File: config.mk
export PLATFORM = sky130hd
export DESIGN_NAME = pclk_gen_divider
export DESIGN_NICKNAME = d
export VERILOG_FILES = /design/src/rtl/pclk_gen_divider.sv
export SDC_FILE = /design/constraint.sdc
export NUM_CORES = 1
export LEC_CHECK = 0
export CELL_PAD_IN_SITES_DETAIL_PLACEMENT = 0
export CELL_PAD_IN_SITES_GLOBAL_PLACEMENT = 1
export CORE_ASPECT_RATIO = 0.8
export CORE_MARGIN = 3
export CORE_UTILIZATION = 35
export DETAILED_ROUTE_END_ITERATION = 16
export PLACE_DENSITY_LB_ADDON = 0.1
export SLEW_MARGIN = 10
export SYNTH_ARGS = -nofsm -noshare
export SYNTH_HDL_FRONTEND = slang
export SYNTH_SLANG_ARGS = --single-unit
File: constraint.sdc
create_clock -name Bit_Rate -period 3.3 [get_ports Bit_Rate]
set_input_delay 0.33 -clock Bit_Rate [delete_from_list [all_inputs] [get_ports Bit_Rate]]
set_output_delay 0.33 -clock Bit_Rate [all_outputs]
set_load 0.005 [all_outputs]
File: src/rtl/pclk_gen_divider.sv
`timescale 1ps/1ps
// pclk_gen_divider
// Derives the symbol clock (Bit_Rate/10) and the PIPE parallel clock PCLK
// (Bit_Rate/10, /20 or /40) from the serial bit clock. A 40-cycle phase
// frame (LCM of all divisors) keeps every output rising at cnt = 0, so ratio
// changes and restarts are applied only at the frame wrap and never produce
// a runt pulse. Clk_Valid reports a number of complete stable frames.
module pclk_gen_divider #(
    parameter int unsigned VALID_PERIODS = 4,
    parameter logic [1:0]  INIT_WIDTH    = 2'b00
) (
    input  logic       Bit_Rate,
    input  logic       Rst,
    input  logic       Enable,
    input  logic [1:0] Width_Sel,
    output logic       Bit_Rate_10,
    output logic       PCLK,
    output logic       Clk_Valid,
    output logic [1:0] Width_Act
);

    typedef enum logic [0:0] {
        ST_RUN    = 1'b0,
        ST_PARKED = 1'b1
    } state_e;

    localparam logic [5:0] CNT_LAST  = 6'd39;
    localparam logic [3:0] VALID_CNT = 4'(VALID_PERIODS);

    state_e     state_q, state_d;
    logic [5:0] cnt_q, cnt_d;
    logic [1:0] sel_q, sel_d;
    logic [1:0] width_act_q, width_act_d;
    logic [3:0] stable_q, stable_d;
    logic       live_q, live_d;
    logic       br10_q, br10_d;
    logic       pclk_q, pclk_d;
    logic       valid_q, valid_d;
    logic       wrap_s;
    logic       park_s;
    logic       change_s;

    // Phase within a 10-cycle symbol period for a 0..39 frame position.
    function automatic logic [3:0] mod10(input logic [5:0] c);
        logic [5:0] r;
        if (c >= 6'd30) begin
            r = c - 6'd30;
        end else if (c >= 6'd20) begin
            r = c - 6'd20;
        end else if (c >= 6'd10) begin
            r = c - 6'd10;
        end else begin
            r = c;
        end
        return r[3:0];
    endfunction

    // PCLK level at a frame position for a given ratio code (high in first half of each period).
    function automatic logic pclk_level(input logic [5:0] c, input logic [1:0] w);
        logic lvl;
        case (w)
            2'b00:   lvl = (mod10(c) < 4'd5);
            2'b01:   lvl = (c < 6'd10) || ((c >= 6'd20) && (c < 6'd30));
            2'b10:   lvl = (c < 6'd20);
            default: lvl = (mod10(c) < 4'd5);
        endcase
        return lvl;
    endfunction

    // Next-state logic: frame counter, park/restart decisions, ratio switch and output levels.
    always_comb begin
        state_d     = state_q;
        cnt_d       = cnt_q;
        sel_d       = Width_Sel;
        width_act_d = width_act_q;
        stable_d    = stable_q;
        live_d      = live_q;
        br10_d      = 1'b0;
        pclk_d      = 1'b0;
        valid_d     = 1'b0;
        wrap_s      = 1'b0;
        park_s      = 1'b0;
        change_s    = (sel_q != width_act_q) && (sel_q != 2'b11);

        case (state_q)
            ST_RUN: begin
                if (cnt_q == CNT_LAST) begin
                    if (Enable) begin
                        wrap_s = 1'b1;
                    end else begin
                        park_s = 1'b1;
                    end
                end else begin
                    cnt_d = cnt_q + 6'd1;
                end
            end
            ST_PARKED: begin
                if (Enable) begin
                    wrap_s = 1'b1;
                end else begin
                    park_s = 1'b1;
                end
            end
            default: begin
                park_s = 1'b1;
            end
        endcase

        if (park_s) begin
            state_d  = ST_PARKED;
            cnt_d    = CNT_LAST;
            stable_d = 4'd0;
            live_d   = 1'b0;
        end else if (wrap_s) begin
            state_d = ST_RUN;
            cnt_d   = 6'd0;
            live_d  = 1'b1;
            if (change_s) begin
                width_act_d = sel_q;
                stable_d    = 4'd0;
            end else if (live_q && (stable_q < VALID_CNT)) begin
                // Start-up wraps do not close a frame, so only count when running.
                stable_d = stable_q + 4'd1;
            end else begin
                stable_d = stable_q;
            end
        end else begin
            state_d = state_q;
        end

        if (park_s) begin
            br10_d  = 1'b0;
            pclk_d  = 1'b0;
            valid_d = 1'b0;
        end else begin
            br10_d  = (mod10(cnt_d) < 4'd5);
            pclk_d  = pclk_level(cnt_d, width_act_d);
            valid_d = (stable_d == VALID_CNT);
        end
    end

    // State and output registers; outputs come straight from flops so they are glitch-free.
    always_ff @(posedge Bit_Rate or posedge Rst) begin
        if (Rst) begin
            state_q     <= ST_RUN;
            cnt_q       <= CNT_LAST;
            sel_q       <= INIT_WIDTH;
            width_act_q <= INIT_WIDTH;
            stable_q    <= 4'd0;
            live_q      <= 1'b0;
            br10_q      <= 1'b0;
            pclk_q      <= 1'b0;
            valid_q     <= 1'b0;
        end else begin
            state_q     <= state_d;
            cnt_q       <= cnt_d;
            sel_q       <= sel_d;
            width_act_q <= width_act_d;
            stable_q    <= stable_d;
            live_q      <= live_d;
            br10_q      <= br10_d;
            pclk_q      <= pclk_d;
            valid_q     <= valid_d;
        end
    end

    assign Bit_Rate_10 = br10_q;
    assign PCLK        = pclk_q;
    assign Clk_Valid   = valid_q;
    assign Width_Act   = width_act_q;

endmodule
Word-level counts from Yosys, hierarchy flattened
Cells that the tools add are included.

$mul: 0. $add $sub $neg: 5. Shifts and indexed selects: 0. Mux-type cells: 33. Divide/modulo/power cells: 0. Bitwise logic cells: 1. Order comparisons: 10. Reduce and logical (&&, ||, !) cells: 7. Eq/ne operators: 6.

Operator list (count): 2-to-1 mux 4 bit (12); 2-to-1 mux 6 bit (4); < comparator 4 x 3 -> 1 bit (second input constant) (4); >= comparator 6 x 5 -> 1 bit (second input constant) (2); < comparator 6 x 5 -> 1 bit (second input constant) (2); 2-to-1 mux 1 bit (11); subtractor 4 bit (second input constant) (2); adder 6 x 1 -> 6 bit (second input constant) (1); equality test 6 bit (second input constant) (1); >= comparator 6 x 4 -> 1 bit (second input constant) (1); < comparator 6 x 4 -> 1 bit (second input constant) (1); 2-to-1 mux 2 bit (3); adder 4 x 1 -> 4 bit (second input constant) (1); equality test 4 x 3 -> 1 bit (second input constant) (1); one-hot mux 1 bit (2 select lines) (2); subtractor 4 x 3 -> 4 bit (second input constant) (1); logical AND 1 bit (3); one-hot mux 1 bit (3 select lines) (1); OR reduction 3 bit (1); equality test 2 x 1 -> 1 bit (second input constant) (1); equality test 2 bit (second input constant) (1); zero test 2 bit (1); inequality test 2 bit (1); inequality test 2 bit (second input constant) (1); 3 further kinds (3).

Bits in writable memories: 0. ROM bits: 0. Memories: 0. Flip-flop bits (word level): 19. Input port bits: 5. Word-level logic and storage cells: 71. Latch bits: 0.

Longest topological paths before layout
Word-level depth: 14. Gate-level depth with buffers: 15.

Worst setup path after synthesis
OpenSTA, ideal clock, no wires.

Path type: flip-flop to flip-flop. From: reg cnt_q[0]. To: reg pclk_q (netlist: PCLK). Slack: -0.028 ns. Period minus slack after synthesis: 3.328 ns. Stages on the path, launching flop included: 15. Path buffers: 1. Arrival time: 3.242 ns. Path through: dfstp_2 -> ha_1 -> buf_2 -> a31o_2 -> and2_1 -> a21oi_1 -> ha_1 -> nand2_1 -> or3_1 -> a31oi_1 -> or3b_4 -> mux2i_1 -> a311oi_1 -> o211a_1 -> a211oi_2.

Word-level cells in the longest chain between the ends: 14. Elaborated cells between the ends (all ways): 37.

RTL lines: start, declared (line 31) `logic [5:0] cnt_q, cnt_d;`; start signal, assigned (line 156) `cnt_q <= cnt_d;`; adder 6 x 1 -> 6 bit / equality test 6 bit (equally long branches) (line 94, 87); 2-to-1 mux 6 bit / 2-to-1 mux 1 bit (equally long branches) (line 87) `if (cnt_q == CNT_LAST) begin`; 2-to-1 mux 6 bit / one-hot mux 1 bit (2 select lines) (equally long branches) (line 85) `case (state_q)`; 2-to-1 mux 6 bit (line 114) `end else if (wrap_s) begin`; 2-to-1 mux 6 bit (*) (line 109) `if (park_s) begin`; named net cnt_d[2] (line 31); >= comparator 6 x 4 -> 1 bit / subtractor 4 bit (equally long branches) (line 50, 51); 2-to-1 mux 4 bit (line 50) `end else if (c >= 6'd10) begin`; 2-to-1 mux 4 bit (line 48) `end else if (c >= 6'd20) begin`; 2-to-1 mux 4 bit (line 46) `if (c >= 6'd30) begin`; 2-to-1 mux 4 bit (line 61) `case (w)`; 2-to-1 mux 4 bit (line 131) `if (park_s) begin`; < comparator 4 x 3 -> 1 bit, on equally long branches (line 65, 62); one-hot mux 1 bit (3 select lines) (*) (line 61); 2-to-1 mux 1 bit (*) (line 131); named net pclk_d (line 37) `logic pclk_q, pclk_d;`; end signal, assigned (line 162) `pclk_q <= pclk_d;`; end, declared (line 37).

The timed path passes the listed nets; every way through them passes the cells marked *. The select of a mux whose other input is x is not followed. A chain may end at the register's enable or synchronous reset.

Worst setup path in the final report
From: reg cnt_q[1]. To: reg pclk_q (netlist: PCLK).

The elaborated chain is that of the path after synthesis.

==> results.json <==
{
  "cp_data_arrival_time_ps": 3360,
  "die_area_sq_um": 4370,
  "fin_crit_ps": 3190,
  "vias_per_cell": 5.26,
  "floorplan.rows": 18,
  "finalMaxSlewViolations": 0,
  "overflow": 0,
  "avgSynthCellArea_sq_um": 9.49,
  "worst_slew_pin_slew_ps": 730,
  "clockBufferDepth": 2,
  "worst_clock_skew_ps": 1.19,
  "netlist_instances": 133,
  "wl_um": 3240,
  "grt_pass1_vias": 1064,
  "dpl-instance-area_sq_um": 1510,
  "path_cells": "ha_2 > a31o_2 > and2_2 > a21oi_4 > ha_2 > nand2_1 > or3_1 > a31oi_2 > or3b_4 > mux2i_1 > a311oi_2 > o211a_1 > a211oi_2",
  "drt-initial-drc-count": 53,
  "synth-seq-cells": 19,
  "remaining_drc_errors": 0,
  "fillCellCount": 303,
  "start_kind": "flop",
  "initial_core_util_pct": 38.7,
  "tritoncts": "done",
  "insertedDiodeCount": 0,
  "reg2reg_to": "PCLK$_DFF_PP0_",
  "cts.clk_slew.worst_paths_ps": 70,
  "fmax_mhz": 314,
  "crit_fanout": 5,
  "cts_root_buf": "clkbuf_8",
  "area_growth_pct": 28.7,
  "final_cell_area_sq_um": 1630,
  "place_congestion": 0.903,
  "finalCritPeriodShare_pct": 96.6,
  "clock_sinks": 19,
  "dp_hpwl_um": 2490,
  "ys_seq_area_share_pct": 38.1,
  "ff_latch_area_sq_um": 480,
  "multiInputGateArea_sq_um": 776,
  "ys_types": 44,
  "reg2reg_depth": 13,
  "synthXorXnorAreaFrac_pct": 4.16,
  "hold_depth": 2,
  "drtAntennaViolNets": 0,
  "avgRoutedWirePerCell_um": 16.1,
  "min_path_type": "reg2reg",
  "die_w_um": 73.1,
  "clk_latency_ps": 260,
  "synth_top_family_by_area": "simple AND/OR/NAND/NOR gates",
  "synth_area_sq_um": 1260,
  "synth_flop_cell": "dfrtp_1",
  "synth_mux_area_share_pct": 3.17,
  "cts_hold_buf": 0,
  "hold_ws_ps": 488,
  "cts_inserted_buffers": 3,
  "syn_nets": 149,
  "portBuffers": 9,
  "crit_path_frequent_cell": "ha_2",
  "dieHeight_um": 59.7,
  "hold_violations": 0,
  "synth-async-reset-ratio_pct": 100,
  "worstHoldStart": "live_q$_DFFE_PP0P_",
  "path_buf_inv": 0,
  "critPathTopFamily": "compound AO/OA/AOI/OAI gates",
  "regToRegSetupSlack_ps": 110,
  "worstReg2RegStart": "cnt_q[1]$_DFF_PP1_",
  "cp_slowest_cell": "or3b_4",
  "synth_edf_count": 0,
  "max_stage_delay_ps": 430,
  "antenna_found_initial": 0,
  "core_sq_um": 3270,
  "maxCapViolCount": 0,
  "track_usage_pct": 16.1,
  "min_to": "live_q$_DFFE_PP0P_",
  "io_pins": 10,
  "setup_viol": 0,
  "synthAdderAreaFrac_pct": 10.9,
  "htree_num_levels": 1,
  "grt_max_degree": 20,
  "synth-simple-area-share_pct": 21.2,
  "worst_ep_required_time_ps": 3470,
  "drive_above_1_share_pct": 29.2,
  "nets": 178,
  "grt_pass1_wl_um": 5260,
  "status": "complete, no violations",
  "synth_warnings": 0,
  "final_util_pct": 49.8,
  "vias": 1057,
  "max-slew-margin-rel_pct": 51.3,
  "crit_path_end_kind": "flop",
  "criticalPathCategory": "reg2reg",
  "drt_first_pass_iters": 4,
  "synth_compound_area_share_pct": 17.0
}
==> final cells by class <==
class,instances,share of cell area (%)
multi-input cells,98,47.7
clock buffers,4,2.77
inverters,13,3.00
repair buffers,27,13.9
flip-flops and latches,19,29.6
well taps,40,3.08
==> how the worst max path moves through the flow <==
stage	start	to	cells past startpoint
5_1_grt	cnt_q[1]$_DFF_PP1_	PCLK$_DFF_PP0_	13
4_1_cts	cnt_q[2]$_DFF_PP1_	PCLK$_DFF_PP0_	11
3_5_place_dp	cnt_q[2]$_DFF_PP1_	PCLK$_DFF_PP0_	13
6_report	cnt_q[1]$_DFF_PP1_	PCLK$_DFF_PP0_	13
2_1_floorplan	cnt_q[0]$_DFF_PP1_	PCLK$_DFF_PP0_	14
3_3_place_gp	cnt_q[2]$_DFF_PP1_	PCLK$_DFF_PP0_	13
==> per-stage QoR <==
step	worst slack [ps]	setup TNS [ps]	instances
5_1_grt	-31.6	-31.6	201
4_1_cts	22.9	0	200
6_report	111	0	201
3_3_place_gp	-34.9	-34.9	196
2_1_floorplan	22.0	0	133
3_5_place_dp	-80.6	-106	196
==> layout by cell type, fill, tap and decap left out, types with 6 or more instances in the layout <==
master            n
clkdlybuf4s50_1   9
buf_4            18
nand2_1           6
inv_1            11
nor2_1           13
ha_1              9
nand3_1           6
a21oi_1           7
dfrtp_1          15
==> worst register-to-register path, delay by kind of cell, from the launching register on <==
| family | cells | cell delay, ps |
|---|---|---|
| and+or+nand+nor | 4 | 1050 |
| AOI/OAI and AO/OA | 6 | 1060 |
| muxes | 1 | 180 |
| adders and majority gates | 2 | 410 |
| DFF | 1 | 390 |
==> state kept, by name (all words and copies together), names as in the netlist <==
register and flops:
PCLK 1, stable_q 4, Clk_Valid 1, cnt_q 6, live_q 1, state_q 1, Bit_Rate_10 1, sel_q 2
Width_Act 2
==> synthesized netlist by cell type, types with 2 or more instances <==
cell,n,area share (%)
inv_1,11,3.3
nor2_1,13,3.9
a31o_2,2,1.4
xor2_1,4,2.8
nand2_1,6,1.8
o22ai_1,2,0.99
nand4_1,2,0.99
a31oi_1,4,2.0
nand2b_1,2,0.99
a21oi_1,9,3.6
inv_2,2,0.59
nand3_1,6,2.4
nor3_1,2,0.79
nor2b_1,4,2.0
xnor2_1,2,1.4
ha_1,11,11
buf_4,2,1.2
dfrtp_1,15,30
o21ai_0,3,1.2
dfstp_2,4,8.3
mux2i_1,4,3.2
==> metal layers <==
| metal | part of all wire (%) | GRT usage (%) | wire [um] | up-vias |
|---|---|---|---|---|
| li1 | - | - | - | 527 |
| met1 | 49 | 22.6 | 1600 | 499 |
| met2 | 45 | 24.7 | 1470 | 26 |
| met3 | 4.4 | 3.53 | 142 | 5 |
| met4 | 0.86 | 5.00 | 28 | 0 |
| met5 | 0 | 0 | 0 | - |
==> kinds of logic after synthesis <==
kind of cell               after synthesis
buffers and inverters                   16
muxes                                    4
xor gates and xnor gates                 6
and+or+nand+nor                         47
AOI/OAI and AO/OA                       30
DFF                                     19
adders and majority gates               11
==> timing repair <==
item | in CTS | in global routing
pin swaps | 0 | 2
resized for setup | 2 | 9
buffers inserted | 0 | 1
setup endpoints to repair | 2 | 2
Power is not shown: default switching activity piles up to over one toggle a cycle in this logic, so the estimate is an artifact.
